==> src/rtl/param_control_unit.sv <==
// param_control_unit: multi-cycle FETCH/DECODE/EXEC/HALT instruction control unit.
// Decodes {opcode, operand} words into one-cycle PC/register/memory pulses and
// conditional branches on latched zero/carry flags.
// Optional return-address stack: define CALL_STACK_EN to enable CALL/RET.
module param_control_unit #(
    parameter int unsigned INSTR_WIDTH  = 8,
    parameter int unsigned OPCODE_WIDTH = 4,
    parameter int unsigned PC_WIDTH     = 4,
    parameter int unsigned STACK_DEPTH  = 4
) (
    input  logic                   clk,
    input  logic                   rst,
    input  logic                   instr_valid,
    input  logic [INSTR_WIDTH-1:0] instruction,
    input  logic                   zero_flag,
    input  logic                   carry_flag,
    input  logic [PC_WIDTH-1:0]    pc_in,
    output logic                   fetch_req,
    output logic                   pc_enable,
    output logic                   pc_load,
    output logic [PC_WIDTH-1:0]    jump_target,
    output logic                   reg_write_enable,
    output logic                   mem_write_enable,
    output logic [2:0]             alu_op,
    output logic                   halt,
    output logic                   stack_err
);

    localparam int unsigned OPND_WIDTH = INSTR_WIDTH - OPCODE_WIDTH;

    if (OPCODE_WIDTH < 4 || OPCODE_WIDTH >= INSTR_WIDTH || STACK_DEPTH < 1) begin : g_bad_cfg
        $error("param_control_unit: unsupported parameter combination");
    end

    typedef enum logic [1:0] {
        S_FETCH,
        S_DECODE,
        S_EXEC,
        S_HALT
    } state_t;

    typedef enum logic [3:0] {
        OP_LOAD  = 4'h0,
        OP_STORE = 4'h1,
        OP_ADD   = 4'h2,
        OP_SUB   = 4'h3,
        OP_AND   = 4'h4,
        OP_OR    = 4'h5,
        OP_JUMP  = 4'h6,
        OP_HALT  = 4'h7,
        OP_JZ    = 4'h8,
        OP_JNZ   = 4'h9,
        OP_JC    = 4'hA,
        OP_JNC   = 4'hB,
        OP_CALL  = 4'hC,
        OP_RET   = 4'hD,
        OP_XOR   = 4'hE,
        OP_NOP   = 4'hF
    } opcode_e;

    // Any set bit above the 4-bit opcode map turns the word into a NOP.
    function automatic opcode_e op_class(input logic [OPCODE_WIDTH-1:0] opc);
        if ((opc >> 4) != '0) return OP_NOP;
        return opcode_e'(opc[3:0]);
    endfunction

    function automatic logic [2:0] alu_sel(input opcode_e op);
        case (op)
            OP_LOAD: return 3'b101;
            OP_ADD:  return 3'b000;
            OP_SUB:  return 3'b001;
            OP_AND:  return 3'b010;
            OP_OR:   return 3'b011;
            OP_XOR:  return 3'b100;
            default: return 3'b000;
        endcase
    endfunction

    state_t                  state;
    logic [INSTR_WIDTH-1:0]  ir;
    logic                    z_q;
    logic                    c_q;
    logic                    flags_upd;

    logic [OPCODE_WIDTH-1:0] ir_opc;
    logic [OPCODE_WIDTH-1:0] in_opc;
    logic [OPND_WIDTH-1:0]   ir_opnd;
    logic [PC_WIDTH-1:0]     opnd_tgt;

    logic                    dec_pe;
    logic                    dec_pl;
    logic                    dec_rw;
    logic                    dec_mw;
    logic                    dec_halt;
    logic                    dec_flags;
    logic [PC_WIDTH-1:0]     dec_tgt;

    assign ir_opc   = ir[INSTR_WIDTH-1 -: OPCODE_WIDTH];
    assign ir_opnd  = ir[OPND_WIDTH-1:0];
    assign in_opc   = instruction[INSTR_WIDTH-1 -: OPCODE_WIDTH];
    // Zero-extends or truncates the operand to the PC width.
    assign opnd_tgt = PC_WIDTH'(ir_opnd);

`ifdef CALL_STACK_EN
    localparam int unsigned SP_WIDTH  = $clog2(STACK_DEPTH + 1);
    localparam int unsigned IDX_WIDTH = (STACK_DEPTH > 1) ? $clog2(STACK_DEPTH) : 1;

    logic [PC_WIDTH-1:0]  stack_mem [STACK_DEPTH];
    logic [SP_WIDTH-1:0]  sp;
    logic                 stack_full;
    logic                 stack_empty;
    logic [IDX_WIDTH-1:0] push_idx;
    logic [IDX_WIDTH-1:0] top_idx;
    logic                 dec_push;
    logic                 dec_pop;
    logic                 dec_stack_err;
    logic                 stack_err_q;

    assign stack_full  = (sp == SP_WIDTH'(STACK_DEPTH));
    assign stack_empty = (sp == '0);
    assign push_idx    = IDX_WIDTH'(sp);
    assign top_idx     = IDX_WIDTH'(sp - SP_WIDTH'(1));
    assign stack_err   = stack_err_q;

    // Return-address storage; contents survive reset, only the pointer is cleared.
    always_ff @(posedge clk) begin
        if (state == S_DECODE && dec_push) begin
            stack_mem[push_idx] <= pc_in + PC_WIDTH'(1);
        end
    end
`else
    assign stack_err = 1'b0;
`endif

    // Decode the latched instruction into the pulse set to be driven during EXEC.
    always_comb begin
        dec_pe    = 1'b0;
        dec_pl    = 1'b0;
        dec_rw    = 1'b0;
        dec_mw    = 1'b0;
        dec_halt  = 1'b0;
        dec_flags = 1'b0;
        dec_tgt   = opnd_tgt;
`ifdef CALL_STACK_EN
        dec_push      = 1'b0;
        dec_pop       = 1'b0;
        dec_stack_err = 1'b0;
`endif
        case (op_class(ir_opc))
            OP_LOAD: begin
                dec_rw = 1'b1;
                dec_pe = 1'b1;
            end
            OP_STORE: begin
                dec_mw = 1'b1;
                dec_pe = 1'b1;
            end
            OP_ADD, OP_SUB, OP_AND, OP_OR, OP_XOR: begin
                dec_rw    = 1'b1;
                dec_pe    = 1'b1;
                dec_flags = 1'b1;
            end
            OP_JUMP: dec_pl = 1'b1;
            OP_HALT: dec_halt = 1'b1;
            OP_JZ:   if (z_q)  dec_pl = 1'b1; else dec_pe = 1'b1;
            OP_JNZ:  if (!z_q) dec_pl = 1'b1; else dec_pe = 1'b1;
            OP_JC:   if (c_q)  dec_pl = 1'b1; else dec_pe = 1'b1;
            OP_JNC:  if (!c_q) dec_pl = 1'b1; else dec_pe = 1'b1;
`ifdef CALL_STACK_EN
            OP_CALL: begin
                if (stack_full) begin
                    dec_halt      = 1'b1;
                    dec_stack_err = 1'b1;
                end else begin
                    dec_push = 1'b1;
                    dec_pl   = 1'b1;
                end
            end
            OP_RET: begin
                if (stack_empty) begin
                    dec_halt      = 1'b1;
                    dec_stack_err = 1'b1;
                end else begin
                    dec_pop = 1'b1;
                    dec_pl  = 1'b1;
                    dec_tgt = stack_mem[top_idx];
                end
            end
`endif
            // NOP, unused upper-opcode words, and CALL/RET when no stack is built.
            default: dec_pe = 1'b1;
        endcase
    end

    // Sequencer: fetch handshake, registered EXEC pulses, flag latch and sticky halt.
    always_ff @(posedge clk) begin
        if (rst) begin
            state            <= S_FETCH;
            fetch_req        <= 1'b1;
            ir               <= '0;
            alu_op           <= 3'b000;
            pc_enable        <= 1'b0;
            pc_load          <= 1'b0;
            jump_target      <= '0;
            reg_write_enable <= 1'b0;
            mem_write_enable <= 1'b0;
            halt             <= 1'b0;
            z_q              <= 1'b0;
            c_q              <= 1'b0;
            flags_upd        <= 1'b0;
`ifdef CALL_STACK_EN
            sp               <= '0;
            stack_err_q      <= 1'b0;
`endif
        end else begin
            pc_enable        <= 1'b0;
            pc_load          <= 1'b0;
            reg_write_enable <= 1'b0;
            mem_write_enable <= 1'b0;
            case (state)
                S_FETCH: begin
                    if (instr_valid) begin
                        ir        <= instruction;
                        // alu_op is set at fetch so it is stable through DECODE and EXEC.
                        alu_op    <= alu_sel(op_class(in_opc));
                        fetch_req <= 1'b0;
                        state     <= S_DECODE;
                    end
                end
                S_DECODE: begin
                    if (dec_halt) begin
                        halt  <= 1'b1;
                        state <= S_HALT;
`ifdef CALL_STACK_EN
                        if (dec_stack_err) stack_err_q <= 1'b1;
`endif
                    end else begin
                        pc_enable        <= dec_pe;
                        pc_load          <= dec_pl;
                        reg_write_enable <= dec_rw;
                        mem_write_enable <= dec_mw;
                        flags_upd        <= dec_flags;
                        if (dec_pl) jump_target <= dec_tgt;
                        state <= S_EXEC;
`ifdef CALL_STACK_EN
                        if (dec_push) sp <= sp + SP_WIDTH'(1);
                        if (dec_pop)  sp <= sp - SP_WIDTH'(1);
`endif
                    end
                end
                S_EXEC: begin
                    if (flags_upd) begin
                        z_q <= zero_flag;
                        c_q <= carry_flag;
                    end
                    fetch_req <= 1'b1;
                    state     <= S_FETCH;
                end
                S_HALT: state <= S_HALT;
                default: state <= S_FETCH;
            endcase
        end
    end

endmodule
==> config.mk <==
export PLATFORM = sky130hd
export DESIGN_NAME = param_control_unit
export DESIGN_NICKNAME = d
export VERILOG_FILES = /design/src/rtl/param_control_unit.sv
export SDC_FILE = /design/constraint.sdc
export NUM_CORES = 1
export LEC_CHECK = 0
export BUFFER_PORTS_ARGS = -buffer_cell sky130_fd_sc_hd__buf_4
export CAP_MARGIN = 10
export CORE_AREA = 2 2 71 73
export DETAILED_ROUTE_END_ITERATION = 8
export DIE_AREA = 0 0 73 75
export SLEW_MARGIN = 20
export SYNTH_ARGS = -nofsm -noshare
export SYNTH_HDL_FRONTEND = slang
export SYNTH_SLANG_ARGS = --single-unit
export TNS_END_PERCENT = 1
==> constraint.sdc <==
create_clock -name clk -period 2.1 [get_ports clk]
set_input_delay 0.105 -clock clk [delete_from_list [all_inputs] [get_ports clk]]
set_output_delay 0.105 -clock clk [all_outputs]
set_load 0.05 [all_outputs]
* After elaboration in Yosys (flattened, before gate mapping)
Index checks and enable logic that the tools add are counted.
** Storage, ports and cells
- Bits of input ports :: 17
- Memory bits (writable) :: 0
- Memories kept :: 0
- Output and inout bits :: 14
- Logic and storage cells :: 71
- Register bits after elaboration :: 26
- Latch bits :: 0
- Bits in read-only memories :: 0
** Cells by class
- Add/sub/neg operators :: 0
- Mux-type cells :: 22
- Equal/unequal tests :: 20
- Bitwise gates (word level) :: 2
- Magnitude comparators :: 0
- Reductions and logical operators :: 14
- $mul :: 0
- Shifts and indexed selects :: 0
- Divide/modulo/power cells :: 0
** Operators with widths (count)
- 4-bit by 3-bit equality test with 1-bit output, second input constant :: 6
- 4-bit equality test, second input constant :: 6
- 4-bit 2-to-1 mux :: 4
- 3-bit one-hot mux with 5 select lines :: 1
- 4-bit by 2-bit equality test with 1-bit output, second input constant :: 3
- 1-bit 2-to-1 mux :: 12
- 1-bit one-hot mux with 5 select lines :: 2
- 2-bit AND reduction :: 5
- 4-bit logical NOT :: 2
- 2-bit one-hot mux with 4 select lines :: 1
- 6-bit OR reduction :: 1
- 5-bit OR reduction :: 1
- 2-bit equality test, second input constant :: 2
- 4-bit by 1-bit equality test with 1-bit output, second input constant :: 1
- 3-bit AND reduction :: 1
- 3-bit OR reduction :: 1
- 2-bit by 1-bit equality test with 1-bit output, second input constant :: 1
- 2-bit logical NOT :: 1
- 2-bit 2-to-1 mux :: 1
- 2-bit != test, second input constant :: 1
- 1-bit inverter :: 2
- 1-bit one-hot mux with 2 select lines :: 1
- 2-bit nonzero test :: 1
- 2-bit OR reduction :: 1

* Longest topological paths before layout
Gate-level depths: netlist of run 1.
- Depth in word-level cells :: 9
- Depth in mapped cells :: 5

* Worst setup path before layout of run 1
No wires, ideal clock.
- Path kind :: reg-to-reg
- From :: register ir[5]
- To :: register jump_target[0]
- Buffers on the path :: 1
- Arrival :: 1362 ps
- Data required time :: 2004 ps
- Path slack :: 642 ps
- Stages on the path, launching flop included :: 6
- Cell sequence :: dfxtp_1 > buf_6 > mux2i_1 > mux2i_1 > nand4b_1 > o311ai_1
** Between the ends
- Longest elaborated chain between the ends :: 4
- Elaborated cells between the ends (all ways) :: 10
- Those cells by class :: eq/ne (6); mux (2); bitwise (1); reduce/logical (1)
** Ends and longest elaborated chain
- from (decl) :: line 80 : logic [INSTR_WIDTH-1:0] ir;
- from (signal assigned) :: line 223 : ir <= instruction;
- branches (longest 3 deep; another with 1-bit one-hot mux with 5 select lines)
- 3-bit AND reduction (no line) *
- to (signal assigned) :: line 243 : if (dec_pl) jump_target <= dec_tgt;
- to (decl) :: line 21 : output logic [PC_WIDTH-1:0] jump_target,
Every way passes the cells marked *.
A chain may end at the register's enable or synchronous reset.

* Worst setup path after layout of run 1
- From :: register ir[5]
- To :: register pc_enable
** Between the ends
- Longest elaborated chain between the ends :: 3
- Elaborated cells between the ends (all ways) :: 10
- Those cells by class :: eq/ne (6); mux (2); reduce/logical (2)
** Ends and longest elaborated chain
- 4-bit by 3-bit equality test with 1-bit output :: line 149 : case (op_class(ir_opc))
- 2-bit OR reduction (no line) / 1-bit 2-to-1 mux (equally long branches)
- 1-bit one-hot mux with 5 select lines / 3-bit OR reduction (equally long branches)
- to (signal assigned) :: line 238 : pc_enable <= dec_pe;
- to (decl) :: line 19 : output logic pc_enable,
Parallel ways exist; a longest one is shown, timed or not.

==> results.yml, run 1 <==
die:
  die_h_um: 75
  rows: 25
  pin_count: 31
  coreArea_um2: 4660
  dieArea_um2: 5480
  start_util_pct: 25.6
  fp.dieW_um: 73
drt:
  antenna_left: 0
  post-route-drc-count: 0
  wl_per_cell_um: 11.3
  drt_wl_total_um: 2440
  drt_pass1_iterations: 4
  avgViaCountPerCell: 4.76
  drt_iter0_drc: 46
  vias: 1023
synthesis:
  async_flop_share_pct: 0
  yosysTopAreaCell: "dfxtp_1"
  synth_fp_nets: 156
  synth_area_um2: 1190
  ys_ff_latch: 26
  yosysUniqueCellTypes: 39
  synth-edff-count: 0
  syn_avg_cell_area_um2: 8.58
  postSynthCellCount: 139
  ys_seq_area_share_pct: 43.7
  yosys-top-cells-area: "dfxtp_1, nand2_1, a21oi_1"
  ys_warn_count: 0
  synth_ff_type: "dfxtp_1"
  synth_top_area_share_pct: 43.7
clocking:
  hold_buffers: 0
  cts_resized: 0
  clk-insertion-delay-late_ns: 0.27
  htree_levels: 1
  cts_root_buf: "clkbuf_8"
  clock_path_buffers: 2
  clock-sinks: 26
  cts_tree: "done"
  post_cts_buffers: 0
  cts.clk_slew.worst_paths_ns: 0.09
  cts_made_buffers: 3
place:
  place_congestion: 0.693
  dp_hpwl_um: 1700
  io_buffers: 25
timing:
  tns_ns: 0
  rsz0062_at_grt: "no"
  fin_crit_sh_pct: 77.8
  fmax_mhz: 612
  max-slew-margin-rel_pct: 61.8
  fin_crit_ns: 1.63
  finalHoldViolCount: 0
  worst_slew_pin_slew_ns: 0.571
  drv_slew: 0
  finClkSkew_ns: 0.00359
  setup_viol: 0
setup_path:
  cp_max_fo: 10
  critical_path.startpoint_type: "flop"
  crit_type: "reg -> reg"
  startpoint: "ir[5]$_SDFFE_PP0P_"
  end_kind: "flop"
  r2r-start: "ir[5]$_SDFFE_PP0P_"
  worstPathArrival_ns: 1.81
  cp.required_ns: 2.28
global_routing:
  grt_pass1_wl_um: 4330
  grt_pass1_vias: 913
  grt_start_max_net_pins: 35
  antenna_found_initial: 0
  gr-total-overflow: 0
  grt_use_total_pct: 10.3
power:
  pwr-share-comb_pct: 14.5
  pwr-share-seq_pct: 53.2
  sw_frac_of_total_pct: 26.3
  p_int_uw: 739
  finalPower_mw: 1.00
  ir_worst_vdd_uv: 355
  clkPwrFrac_pct: 32.3
  power.density_nw_per_um2: 683
  leakage_nw: 0.570
  switching_power_uw: 264
status:
  status: "finished, final reports clean"
hold_path:
  min_from: "instruction[2]"
  hold_class: "in -> reg"
cells_and_area:
  area_growth_pct: 23.2
  layout.nets: 179
  final_layout_size_suffix_gt1_share_pct: 21.7
  diodes: 0
flow_run:
  drv_cap: 0
==> Yosys cell counts (all sizes together) (4+ instances only) <==
master / count
nand4b: 5
o32a: 4
nand2b: 7
nor2: 7
clkbuf: 4
nand3: 5
nand2: 22
inv: 4
o311ai: 4
dfxtp: 26
a21oi: 16
buf: 5
==> critical path, stage by stage (launching register included) <==
cell and delay, ns:
dfxtp_1 0.55, mux2i_1 0.34, mux2_2 0.39, a2111oi_2 0.26
==> power groups by stage <==
stage	Sequential (mW)	Combinational (mW)	Clock, mW
finish	0.533	0.146	0.324
global route	0.538	0.162	0.366
CTS	0.533	0.147	0.341
detailed placement	0.545	0.147	0
global placement	0.544	0.147	0
floorplan	0.561	0.0849	0
==> per-layer routing <==
layer | track usage, % | wire (um)
met4 | 5.76 | 57
met2 | 15.7 | 1030
met5 | 0 | 0
met3 | 3.21 | 145
met1 | 13.0 | 1210
==> worst paths after layout <==
check	cells past startpoint	slack, ns	end
worst max register to register	3	0.47	pc_enable$_SDFF_PP0_
worst min register to register	2	0.46	ir[2]$_SDFFE_PP0P_
worst max-delay path	3	0.47	pc_enable$_SDFF_PP0_
worst min-delay path	3	0.07	ir[2]$_SDFFE_PP0P_
==> layout make-up <==
cell class / instances / area, um^2
fill: 499 / 3190
multi-input combinational: 100 / 608
sequential: 26 / 520
timing repair buffer: 27 / 203
tap: 54 / 67.6
clock buffer: 4 / 55.1
inverter: 4 / 15.0
==> per-stage QoR <==
step | setup WS (ns) | util (%) | area, um^2 | hold WS [ns] | std cells
floorplan | 0.642 | - | 1190 | 0.241 | 139
global placement | 0.502 | 30.3 | 1410 | 0.360 | 211
detailed placement | 0.476 | 30.3 | 1410 | 0.364 | 211
CTS | 0.455 | 31.5 | 1470 | 0.0611 | 215
global route | 0.287 | 31.5 | 1470 | 0.0602 | 215
finish | 0.465 | 31.5 | 1470 | 0.0708 | 215
==> cells in the final DEF (no fill, tap or decap), types with 2 or more instances in the layout <==
cell      instances
nand4b_1          4
o311ai_1          4
o21ai_0           3
nand2_1          22
a21oi_1          16
buf_4            27
a22oi_1           2
nor2_1            7
o32a_1            4
nand2b_1          7
inv_1             4
nor2b_1           3
clkbuf_8          4
mux2i_1           3
dfxtp_1          26
nand3_1           5
nor3_1            2
==> state kept, by name, summed over array words and instances, names as in the netlist <==
register	flops
alu_op	3
c_q	1
fetch_req	1
flags_upd	1
halt	1
ir	8
jump_target	4
mem_write_enable	1
pc_enable	1
pc_load	1
reg_write_enable	1
state	2
z_q	1
==> kinds of logic after synthesis <==
family | synth area share [%]
AO/OA/AOI/OAI | 18.9
XOR/XNOR | 0.735
buffers and inverters | 5.35
flip-flops | 43.7
multiplexers | 3.46
other | 0.314
AND/OR/NAND/NOR | 27.6
Note: power is estimated with default switching activity, not from simulation.
==> inputs of run 2 (changes only) <==
clock period = 1.4 ns   (was 2.1 ns; I/O delays follow)
==> run 2 against run 1 <==
Final cell count up 3.3%; clock power increased by 91%; die area is the same; first-iteration DRC count fell by 20%; total power increased by 67%; fmax grew 24%; utilization rose by 2.4 points; count of clock-buffer cells in the layout down 1; via count increased by 3.1%; critical path type unchanged; critical endpoint unchanged; largest cell class unchanged.
==> results.yml, run 2 (synthesis gave the netlist of run 1 again) <==
status:
  status: "finished, final reports clean"
hold_path:
  hold_class: "in -> reg"
  hold_depth: 3
global_routing:
  grt_start_max_net_pins: 35
  grt_pass1_vias: 985
  antenna_found_initial: 0
  grt_pass1_wl_um: 4520
  grt_use_total_pct: 10.5
  gr-total-overflow: 0
setup_path:
  worstPathArrival_ns: 1.50
  crit_type: "reg -> reg"
  critical_path.startpoint_type: "flop"
  cp_max_fo: 2
  end_kind: "flop"
  r2r_cells: 3
  cp.required_ns: 1.58
clocking:
  cts_tree: "done"
  htree_levels: 1
  cts_root_buf: "clkbuf_8"
  cts.clk_slew.worst_paths_ns: 0.09
  clk-insertion-delay-late_ns: 0.27
  hold_buffers: 0
  clock-sinks: 26
  clock_path_buffers: 2
  cts_made_buffers: 3
timing:
  fmax_mhz: 756
  finalHoldViolCount: 0
  finClkSkew_ns: 0.00196
  fin_crit_sh_pct: 94.5
  rsz0062_at_grt: "yes"
  setup_viol: 0
  fin_crit_ns: 1.32
  tns_ns: 0
  hold-worst-slack_ns: 0.0404
  drv_slew: 0
power:
  leakage_nw: 0.631
  switching_power_uw: 409
  pwr-share-comb_pct: 15.4
  power.density_nw_per_um2: 1060
  finalPower_mw: 1.67
  clkPwrFrac_pct: 37.0
  pwr-share-seq_pct: 47.6
  p_int_mw: 1.26
  sw_frac_of_total_pct: 24.5
  ir_worst_vdd_uv: 501
cells_and_area:
  n_fill_cell: 478
  diodes: 0
  multi_input_area_um2: 647
  largest_reg_flops: 8
  mostFrequentLayoutCell: "buf_4"
  finalNonFillerCells: 222
  layout.nets: 186
  final_layout_size_suffix_gt1_share_pct: 29.8
  mostFrequentLayoutCells: "buf_4, dfxtp_1, nand2_1"
  area_growth_pct: 32.7
  seq_area_um2: 527
  regMostFlops: "ir"
  reg_top3: "ir x8, jump_target x4, alu_op x3"
place:
  placedCellCount: 218
  io_buffers: 25
  dp_hpwl_um: 1910
  place_congestion: 0.765
drt:
  drt_wl_total_um: 2630
  vias: 1055
  avgViaCountPerCell: 4.75
  wl_per_cell_um: 11.9
  drt_pass1_iterations: 4
  antenna_left: 0
  post-route-drc-count: 0
  drt_iter0_drc: 37
die:
  die_h_um: 75
  dieArea_um2: 5480
  coreArea_um2: 4660
  fp.dieW_um: 73
  start_util_pct: 25.6
  rows: 25
  pin_count: 31
flow_run:
  drv_cap: 0
[run 2: changes by cell type in the layout (fill, tap and decap cells not counted), moves of 2 or more]
cell	change
buf_4	+7
dfxtp_1	-3
dfxtp_2	+2
mux2i_1	-2
[run 2: what timing repair did]
item                                    4_1_cts  5_1_grt
buffers inserted                              0        0
gates resized for setup                       2        9
endpoints found under the setup margin        3       12
[run 2: worst paths after layout]
kind,slack [ns],startpoint,endpoint
max,0.08,ir[5]$_SDFFE_PP0P_,pc_enable$_SDFF_PP0_
min,0.04,instruction[2],ir[2]$_SDFFE_PP0P_
max reg2reg,0.08,ir[5]$_SDFFE_PP0P_,pc_enable$_SDFF_PP0_
min reg2reg,0.46,ir[3]$_SDFFE_PP0P_,ir[3]$_SDFFE_PP0P_
[run 2: cell type report]
cell class | count | share of cell area, %
well taps | 54 | 4.27
clock buffers | 3 | 2.61
flip-flops and latches | 26 | 33.3
multi-input cells | 100 | 40.9
inverters | 4 | 0.949
clock inverters | 1 | 1.90
repair buffers | 34 | 16.1
[run 2: per-layer routing]
layer  GRT usage (%)  routed length (um)  vias to the layer above
met5               0                   0                        -
met4            4.32                  38                        0
met3            2.14                  99                        4
met2            15.9                1160                       24
met1            14.7                1330                      478
li1                -                   -                      549
[run 2: power by group through the flow]
stage,clock network (mW),registers (mW),logic (mW)
3_5_place_dp,0,0.810,0.250
4_1_cts,0.641,0.794,0.251
5_1_grt,0.682,0.802,0.280
3_3_place_gp,0,0.810,0.248
2_1_floorplan,0,0.841,0.128
6_report,0.619,0.795,0.257
[run 2: per-stage QoR]
stage	instance area, um^2	setup WS, ns	utilization [%]
after CTS	1550	-0.0255	33.3
after global routing	1580	-0.0173	34.0
after global placement	1470	0.00519	31.5
final	1580	0.0769	34.0
after detailed placement	1470	-0.0267	31.5
after floorplan	1200	-0.0424	-
[run 2: worst max-delay path, stage by stage (launching register included)]
cell	delay, ns
dfxtp_4	0.37
mux2i_4	0.27
mux2_4	0.33
a2111oi_2	0.26
